`src/rtl/uart_rx_pkg.sv`:
```
// Shared definitions for the fabric-side UART receiver: FSM states,
// oversampling constants and the prescaler divisor helper.
package uart_rx_pkg;

    typedef enum logic [2:0] {
        IDLE,
        START,
        DATA,
        PARITY,
        STOP
    } state_t;

    // Oversampling ratio and the tick counts at which bits are sampled.
    localparam int         OVS       = 16;
    localparam logic [3:0] MID_START = 4'd7;
    localparam logic [3:0] MID_BIT   = 4'd15;

    // Clocks per oversample tick, rounded to nearest and never below 1.
    function automatic int calc_ovs_div(input int clk_hz, input int baud);
        int div;
        div = (clk_hz + (OVS * baud) / 2) / (OVS * baud);
        return (div < 1) ? 1 : div;
    endfunction

endpackage

```
`src/rtl/uart_rx_fifo_sync_fifo.sv`:
```
// sync_fifo: single-clock first-word-fall-through FIFO with occupancy count.
// DEPTH must be a power of two so the pointers wrap by simple overflow.
// A push into a full FIFO is accepted only when a pop happens in the same cycle.
module sync_fifo #(
    parameter int WIDTH = 8,
    parameter int DEPTH = 16
) (
    input  logic                     i_clk,
    input  logic                     i_rst_n,
    input  logic                     i_push,
    input  logic [WIDTH-1:0]         i_data,
    input  logic                     i_pop,
    output logic [WIDTH-1:0]         o_data,
    output logic                     o_full,
    output logic                     o_empty,
    output logic [$clog2(DEPTH):0]   o_count
);

    localparam int AW = $clog2(DEPTH);

    logic [WIDTH-1:0] r_mem [DEPTH];
    logic [AW-1:0]    r_wr_ptr;
    logic [AW-1:0]    r_rd_ptr;
    logic [AW:0]      r_count;

    logic w_full;
    logic w_empty;
    logic w_do_push;
    logic w_do_pop;

    assign w_full    = (r_count == (AW+1)'(DEPTH));
    assign w_empty   = (r_count == '0);
    assign w_do_pop  = i_pop && !w_empty;
    assign w_do_push = i_push && (!w_full || w_do_pop);

    // Storage write; the head entry is read combinationally below.
    // NOTE: storage has no reset; the pointers and count define which entries are valid.
    always_ff @(posedge i_clk) begin
        if (w_do_push) begin
            r_mem[r_wr_ptr] <= i_data;
        end
    end

    // Pointer and occupancy bookkeeping.
    // NOTE: sequential state uses non-blocking assignments so every flop samples pre-edge values.
    always_ff @(posedge i_clk) begin
        if (!i_rst_n) begin
            r_wr_ptr <= '0;
            r_rd_ptr <= '0;
            r_count  <= '0;
        end else begin
            if (w_do_push) begin
                r_wr_ptr <= r_wr_ptr + 1'b1;
            end
            if (w_do_pop) begin
                r_rd_ptr <= r_rd_ptr + 1'b1;
            end
            case ({w_do_push, w_do_pop})
                2'b10:   r_count <= r_count + 1'b1;
                2'b01:   r_count <= r_count - 1'b1;
                default: ;
            endcase
        end
    end

    assign o_data  = w_empty ? '0 : r_mem[r_rd_ptr];
    assign o_full  = w_full;
    assign o_empty = w_empty;
    assign o_count = r_count;

endmodule

```
`src/rtl/uart_rx_fifo.sv`:
```
// uart_rx_fifo: 16x oversampled UART receiver feeding a byte FIFO with a
// ready/valid output. Frames are 8N1 by default; defining UART_RX_PARITY_EN
// switches to 8E1 with a parity state and a parity_err pulse.
module uart_rx_fifo
    import uart_rx_pkg::*;
#(
    parameter int CLK_HZ     = 50000000,
    parameter int BAUD       = 115200,
    parameter int FIFO_DEPTH = 16
) (
    input  logic                          clk50,
    input  logic                          rstn50,
    input  logic                          rxd,
    output logic [7:0]                    rx_data,
    output logic                          rx_valid,
    input  logic                          rx_ready,
    output logic [$clog2(FIFO_DEPTH):0]   rx_count,
    output logic                          frame_err,
    output logic                          overrun,
    output logic                          parity_err
);

    localparam int             OVS_DIV   = calc_ovs_div(CLK_HZ, BAUD);
    localparam int             PW        = (OVS_DIV > 1) ? $clog2(OVS_DIV) : 1;
    localparam logic [PW-1:0]  PRESC_MAX = PW'(OVS_DIV - 1);

    logic          r_sync1;
    logic          r_sync2;
    logic          r_prev;
    state_t        r_state;
    logic [PW-1:0] r_presc;
    logic [3:0]    r_cnt;
    logic [2:0]    r_bit;
    logic [7:0]    r_shift;
    logic          r_frame_err;
    logic          r_overrun;

    state_t        w_state_nxt;
    logic [PW-1:0] w_presc_nxt;
    logic [3:0]    w_cnt_nxt;
    logic [2:0]    w_bit_nxt;
    logic [7:0]    w_shift_nxt;
    logic          w_frame_err_nxt;
    logic          w_push;
    logic          w_pop;
    logic          w_full;
    logic          w_empty;
    logic          w_rxs;
    logic          w_tick;

`ifdef UART_RX_PARITY_EN
    logic          r_par;
    logic          r_parity_err;
    logic          w_par_nxt;
    logic          w_parity_err_nxt;
    logic          w_par_bad;

    // Even parity: data plus parity bit must hold an even number of ones.
    assign w_par_bad = ^{r_shift, r_par};
`endif

    // Two-flop synchronizer on the asynchronous line plus one cycle of edge history.
    always_ff @(posedge clk50) begin
        if (!rstn50) begin
            r_sync1 <= 1'b1;
            r_sync2 <= 1'b1;
            r_prev  <= 1'b0;
        end else begin
            r_sync1 <= rxd;
            r_sync2 <= r_sync1;
            r_prev  <= r_sync2;
        end
    end

    assign w_rxs  = r_sync2;
    assign w_tick = (r_presc == PRESC_MAX);

    // Next-state, bit-timing and sampling decisions for the receive FSM.
    // NOTE: every output of this block is defaulted first so no path infers a latch.
    always_comb begin
        w_state_nxt     = r_state;
        w_presc_nxt     = w_tick ? '0 : r_presc + 1'b1;
        w_cnt_nxt       = r_cnt;
        w_bit_nxt       = r_bit;
        w_shift_nxt     = r_shift;
        w_frame_err_nxt = 1'b0;
        w_push          = 1'b0;
`ifdef UART_RX_PARITY_EN
        w_par_nxt        = r_par;
        w_parity_err_nxt = 1'b0;
`endif
        if (r_state != IDLE && w_tick) begin
            w_cnt_nxt = r_cnt + 1'b1;
        end

        case (r_state)
            IDLE: begin
                if (!w_rxs && r_prev) begin
                    w_presc_nxt = '0;
                    w_cnt_nxt   = '0;
                    w_state_nxt = START;
                end
            end
            START: begin
                if (w_tick && r_cnt == MID_START) begin
                    if (w_rxs) begin
                        w_state_nxt = IDLE;
                    end else begin
                        w_cnt_nxt   = '0;
                        w_bit_nxt   = '0;
                        w_state_nxt = DATA;
                    end
                end
            end
            DATA: begin
                if (w_tick && r_cnt == MID_BIT) begin
                    w_shift_nxt[r_bit] = w_rxs;
                    w_bit_nxt          = r_bit + 1'b1;
                    if (r_bit == 3'd7) begin
`ifdef UART_RX_PARITY_EN
                        w_state_nxt = PARITY;
`else
                        w_state_nxt = STOP;
`endif
                    end
                end
            end
`ifdef UART_RX_PARITY_EN
            PARITY: begin
                if (w_tick && r_cnt == MID_BIT) begin
                    w_par_nxt   = w_rxs;
                    w_state_nxt = STOP;
                end
            end
`endif
            STOP: begin
                // Return to IDLE at mid stop bit so a back-to-back start edge is caught.
                if (w_tick && r_cnt == MID_BIT) begin
                    w_state_nxt = IDLE;
                    if (!w_rxs) begin
                        w_frame_err_nxt = 1'b1;
                    end
`ifdef UART_RX_PARITY_EN
                    else if (w_par_bad) begin
                        w_parity_err_nxt = 1'b1;
                    end
`endif
                    else begin
                        w_push = 1'b1;
                    end
                end
            end
            default: w_state_nxt = IDLE;
        endcase
    end

    // FSM state, bit timing and one-cycle error pulse registers.
    always_ff @(posedge clk50) begin
        if (!rstn50) begin
            r_state     <= IDLE;
            r_presc     <= '0;
            r_cnt       <= '0;
            r_bit       <= '0;
            r_shift     <= '0;
            r_frame_err <= 1'b0;
            r_overrun   <= 1'b0;
`ifdef UART_RX_PARITY_EN
            r_par        <= 1'b0;
            r_parity_err <= 1'b0;
`endif
        end else begin
            r_state     <= w_state_nxt;
            r_presc     <= w_presc_nxt;
            r_cnt       <= w_cnt_nxt;
            r_bit       <= w_bit_nxt;
            r_shift     <= w_shift_nxt;
            r_frame_err <= w_frame_err_nxt;
            r_overrun   <= w_push && w_full && !w_pop;
`ifdef UART_RX_PARITY_EN
            r_par        <= w_par_nxt;
            r_parity_err <= w_parity_err_nxt;
`endif
        end
    end

    assign w_pop = !w_empty && rx_ready;

    sync_fifo #(
        .WIDTH (8),
        .DEPTH (FIFO_DEPTH)
    ) u_fifo (
        .i_clk   (clk50),
        .i_rst_n (rstn50),
        .i_push  (w_push),
        .i_data  (r_shift),
        .i_pop   (w_pop),
        .o_data  (rx_data),
        .o_full  (w_full),
        .o_empty (w_empty),
        .o_count (rx_count)
    );

    assign rx_valid  = !w_empty;
    assign frame_err = r_frame_err;
    assign overrun   = r_overrun;
`ifdef UART_RX_PARITY_EN
    assign parity_err = r_parity_err;
`else
    assign parity_err = 1'b0;
`endif

endmodule

```
`config.mk`:
```
export PLATFORM = sky130hd
export DESIGN_NAME = uart_rx_fifo
export DESIGN_NICKNAME = d
export VERILOG_FILES = /design/src/rtl/uart_rx_pkg.sv /design/src/rtl/uart_rx_fifo_sync_fifo.sv /design/src/rtl/uart_rx_fifo.sv
export SDC_FILE = /design/constraint.sdc
export NUM_CORES = 1
export LEC_CHECK = 0
export ABC_AREA = 1
export BUFFER_PORTS_ARGS = -buffer_cell sky130_fd_sc_hd__buf_2
export CAP_MARGIN = 25
export CORE_ASPECT_RATIO = 0.6
export CORE_MARGIN = 1.5
export CORE_UTILIZATION = 40
export CTS_CLUSTER_SIZE = 12
export DETAILED_ROUTE_END_ITERATION = 6
export PLACE_DENSITY_LB_ADDON = 0.15
export SYNTH_ARGS = -nofsm -noshare
export SYNTH_HDL_FRONTEND = slang
export SYNTH_SLANG_ARGS = --single-unit
export TNS_END_PERCENT = 10
```
`constraint.sdc`:
```
create_clock -name clk50 -period 2.54 [get_ports clk50]
set_input_delay 0 -clock clk50 [delete_from_list [all_inputs] [get_ports clk50]]
set_output_delay 0 -clock clk50 [all_outputs]
set_load 0.01 [all_outputs]
```
* Word level (Yosys, flattened, before mapping) *
Memory sizes are Yosys's and may differ from the RTL's. A register that Yosys moved wholly into a read port is not among the register bits.
Cells that the tools add are included.

operators by class
  magnitude comparators = 2
  mux-type cells = 32
  reductions and logical operators = 24
  $add $sub $neg = 7
  equality and inequality tests = 16

operators by type and width
  cell                 number
  $mux 3               8
  $mux 4               6
  $mux 5               3
  $add 4x1->4 const B  3
  $ne 2x2->1 const B   6
  $pmux 3 s4           1
  $add 5x1->5 const B  2
  $eq 5x5->1 const B   2
  $logic_and 1x1->1    10
  $pmux 5 s2           1
  $bwmux 8             1
  $mux 8               1
  $pmux 4 s2           1
  $mux 1               7
  $eq 3x3->1 const B   2
  $pmux 3 s2           1
  $logic_not 5->1      1
  $reduce_and 5->1     1
  $sub 5x1->5 const B  1
  $eq 4x3->1 const B   1
  $eq 4x4->1 const B   1
  $logic_not 1->1      4
  $lt 3x4->1 const B   1
  $reduce_and 4->1     1
  14 further kinds     15

storage, ports and cells
  memory bits (writable) = 128
  memories = 1
  bits in registers = 41
  word-level logic and storage cells = 95

memories
  memory        words  bits a word  rd ports  clocked after Yosys merged registers in  write ports  RTL line                      RTL
  u_fifo.r_mem  16     8            1         1                                        1            uart_rx_fifo_sync_fifo.sv:21  logic [WIDTH-1:0] r_mem [DEPTH];

* Depth between registers and ports, before layout *
  word-level depth = 8
  mapped depth = 18
  depth with buffers taken out = 18

* Hierarchy *
Synthesis repeated with hierarchy kept, for this count alone.

second synthesis, totals
  cell total of the unflattened synthesis = 743
  area, all modules = 7548.5 sq um

modules (own cells, without submodules)
  module        cells an instance  sequential area each (sq um)  area an instance (sq um)  instances
  sync_fifo     553                4184.0                        6148.4                    1
  uart_rx_fifo  190                560.5                         1400.1                    1

* Worst setup path after synthesis *
Ideal clock, no wire load.

  kind = register to register
  from = register r_cnt[0]
  to = register u_fifo.r_count[4], in the netlist u_fifo.o_count[4]
  slack = 427 ps
  required time = 2425 ps
  arrival = 1998 ps
  stages on the path, launching flop included = 18
  clock period less this slack = 2113 ps
  path through = dfxtp_1 > ha_1 > nand2_1 > nor2_2 > nand2_4 > inv_1 > nand2_2 > nand2_4 > inv_1 > ha_1 > inv_1 > o21ai_0 > a21oi_1 > nand2_1 > nand2_1 > nand3_1 > nand2_1 > nor2_1

between the ends
  longest elaborated chain between the ends = 7
  elaborated cells between the ends (all ways) = 9

ends and longest elaborated chain
  element                                                 RTL line                      RTL
  from (decl)                                             uart_rx_fifo.sv:32            logic [3:0] r_cnt;
  from (signal assigned)                                  uart_rx_fifo.sv:174           r_cnt <= w_cnt_nxt;
  $eq 4x4->1 (*)                                          uart_rx_fifo.sv:138           if (w_tick && r_cnt == MID_BIT) begin
  $logic_and 1x1->1 (*)                                   uart_rx_fifo.sv:138
  $mux 1 (*)                                              uart_rx_fifo.sv:138
  $mux 1 (*)                                              uart_rx_fifo.sv:96            case (r_state)
  $logic_and 1x1->1 (*)                                   uart_rx_fifo_sync_fifo.sv:34  assign w_do_push = i_push && (!w_full || w_do_pop);
  $eq 2x1->1 / $eq 2x2->1 (equally long branches)         uart_rx_fifo_sync_fifo.sv:58  case ({w_do_push, w_do_pop})
  $pmux 5 s2 / $reduce_bool 2->1 (equally long branches)  --
  to (signal assigned)                                    uart_rx_fifo_sync_fifo.sv:59  2'b10: r_count <= r_count + 1'b1;
  to (signal assigned)                                    uart_rx_fifo_sync_fifo.sv:60  2'b01: r_count <= r_count - 1'b1;
  to (decl)                                               uart_rx_fifo_sync_fifo.sv:24  logic [AW:0] r_count;

Mark *: on every way between the ends. The rest lies on a longest branch, timed or not.
A chain may end at the register's enable or synchronous reset.

==> impl_metrics.ini <==
[cells_and_area]
fin_nets = 775
finalInstanceArea_um2 = 8500
n_antenna_cell = 0
drive_above_1_share = 0.136
synthToLayoutAreaGrowth_pct = 15.4

[synth]
yosysWarningCount = 0
async_flop_share = 0
ys_seq_elements = 173
ys_top_cells_by_count = 188 x nand2_1, 128 x edfxtp_1, 81 x nand3_1, 73 x nor2_1, 45 x dfxtp_1
synth-edff-count = 128
syn_avg_cell_area_um2 = 10.2
ys_top_cells_by_area = edfxtp_1 52%, dfxtp_1 12%, nand2_1 9.6%, nand3_1 5.5%, nor2_1 3.7%
syn_nets = 739
synthFlopType = edfxtp_1
ys_types = 33
synth_top_cell_area_share = 0.521
synth_seq_area_share = 0.644
synth.cell_area_um2 = 7370
synth.most_common_cell = nand2_1
postSynthCellCount = 721
synth_largest_area_cell = edfxtp_1

[routing]
vias = 5127
via_per_inst = 5.08
post_drt_wl_per_cell_um = 16.6
drt_iter0_drc = 439
ant_nets = 0
drc = 0
dr.pass1.iters = 5
totalWireLength_um = 16800

[critical_path]
r2r_cells = 15
critPathKind = reg2out
cp_slowest_cell = dfxtp_4
r2r_slack_ns = 0.21
worstPathMaxFanout = 35
crit_arrival_ns = 2.33
crit_path_max_incr_delay_ns = 0.45
crit_chain = inv_4, buf_4, nand2_1, nand3_1, nand3_1, nand2_1, nand2_1, a21oi_1, buf_2
crit_required_ns = 2.54
cp_common_cell = nand2_1
cp-start-kind = flip-flop
cp-end-kind = output port

[job]
drv_cap = 0

[power_and_ir_drop]
powerDensity_nw_per_um2 = 907
total_power_w = 0.00771
irDropWorstVdd_v = 0.000503
cellLeakagePower_nw = 3.40

[floorplan]
initial_core_util = 0.408
die_x_um = 178
die_h_um = 108
core_area_um2 = 18100
die_area_um2 = 19300
rows = 38
io-pin-count = 21

[place]
gp_congestion = 0.772
dpl_cell_area_um2 = 7800
port_buffers = 19
dp_slack_ns = 0.0987
dp_hpwl_um = 10800

[sta]
fmax_ghz = 0.429
skew_ns = 0.00594
worst_pin_slew_ns = 0.954
fin_setup_tns_ns = 0
hold_violations = 0
period_share = 0.919
rsz0062_at_grt = false
setup_viol = 0
timing.slew.headroom = 0.363
final_max_slew_viol_count = 0
fin_crit_ns = 2.33
setup_ws_ns = 0.207

[global_routing]
first_global_vias = 4878
overflow = 0
track_usage = 0.187
grt_pass1_wl_um = 26700
grt_antenna_before_repair = 0
grt_max_degree = 43

[cts]
ctsRootBufferMaster = clkbuf_16
cts_made_buffers = 17
htreeDepth = 4
path_clk_slew_ns = 0.07
cts.sinks = 173
cts_tree = yes
cts_buffer_depth = 2
clkLatencyLatePin_ns = 0.42

[run_status]
outcome = finished clean

[worst_hold_path]
whs_path_depth = 4
min_path_type = in2reg
## kinds of logic (layout without fill, tap and decap cells)
kind of cell             after synthesis  in the layout  share of synthesized area
AO/OA/AOI/OAI                         80             80                     0.0575
XOR/XNOR                               8              8                    0.00951
adder cells (fa/ha/maj)               14             14                     0.0248
buffers and inverters                 69            118                     0.0399
flip-flops                           173            173                      0.644
other                                  1              1                   0.000509
AND/OR/NAND/NOR                      376            376                      0.224
## routing by layer
| metal | vias to the layer above | GRT usage | wire (µm) |
|---|---|---|---|
| li1 | 2522 | - | - |
| met2 | 123 | 0.276 | 7040 |
| met1 | 2465 | 0.278 | 8540 |
| met4 | 0 | 0.0500 | 173 |
| met5 | - | 0 | 0 |
| met3 | 17 | 0.0404 | 1030 |
## power by group
part	switching, W	internal [W]	leakage, nW
logic	0.00118	0.000539	1.24
clock network	0.00113	0.00166	0.298
registers	0.000133	0.00307	1.86
## timing repair
item                                   in CTS  in global routing
setup endpoints to repair                   0                  6
endpoints found under the hold margin       1                  0
gates resized for setup                     0                  9
setup buffers                               0                  2
hold buffers                                1                  0
## path summary, 6_finish.rpt
kind,startpoint,end
min,rx_ready,flip-flop
max,flip-flop,rx_data[2]
max reg2reg,r_presc[0]$_SDFF_PN0_,u_fifo.o_count[4]$_SDFFE_PN0P_
min reg2reg,r_sync1$_SDFF_PN1_,r_sync2$_SDFF_PN1_
## state kept, by name (all words and copies together) (netlist names), 3 cells and up, named ones only
register	cells
r_cnt	4
u_fifo.r_mem	128
u_fifo.o_count	5
u_fifo.r_wr_ptr	4
r_state	3
r_bit	3
r_presc	5
r_shift	8
u_fifo.r_rd_ptr	4
## cells in the final DEF, fill, tap and decap left out, types with 2 or more instances in the layout
cell type	instances
nor2_1	73
o31ai_1	8
nor2_4	4
nand4_1	4
xor2_1	7
clkinvlp_4	6
inv_1	36
clkinv_4	2
clkbuf_16	17
dfxtp_1	43
ha_1	11
bufinv_16	4
o21ai_0	27
inv_2	3
nor3_1	10
nand3_1	81
nor2_2	2
buf_2	19
nand2_2	3
nand2_4	6
a21oi_1	42
inv_6	3
or2_2	2
buf_4	22
edfxtp_1	128
nand2_1	188
## area by class of cell
cell class              instances  area (µm²)
fillers                      1629        9560
flip-flops and latches        173        4750
multi-input cells             479        2360
clock buffers                  17         425
well taps                     240         300
repair buffers                 43         290
clock inverters                15         210
inverters                      42         164
repair inverters                1        7.51
## through the flow
step | cells | hold slack (ns) | util
final | 1010 | 0.0356 | 0.471
after CTS | 1007 | 0.00865 | 0.468
after detailed placement | 974 | 0.200 | 0.432
after global routing | 1010 | 0.0548 | 0.471
after floorplan | 721 | 0.107 | -
after global placement | 974 | 0.192 | 0.432
## critical path: cells and delay by family, from the launching register on
family	cells	cell delay (ns)
and+or+nand+nor	5	0.59
AOI/OAI and AO/OA	1	0.24
buffers and inverters	3	0.61
DFF	1	0.45
(Power assumes the default switching activity.)
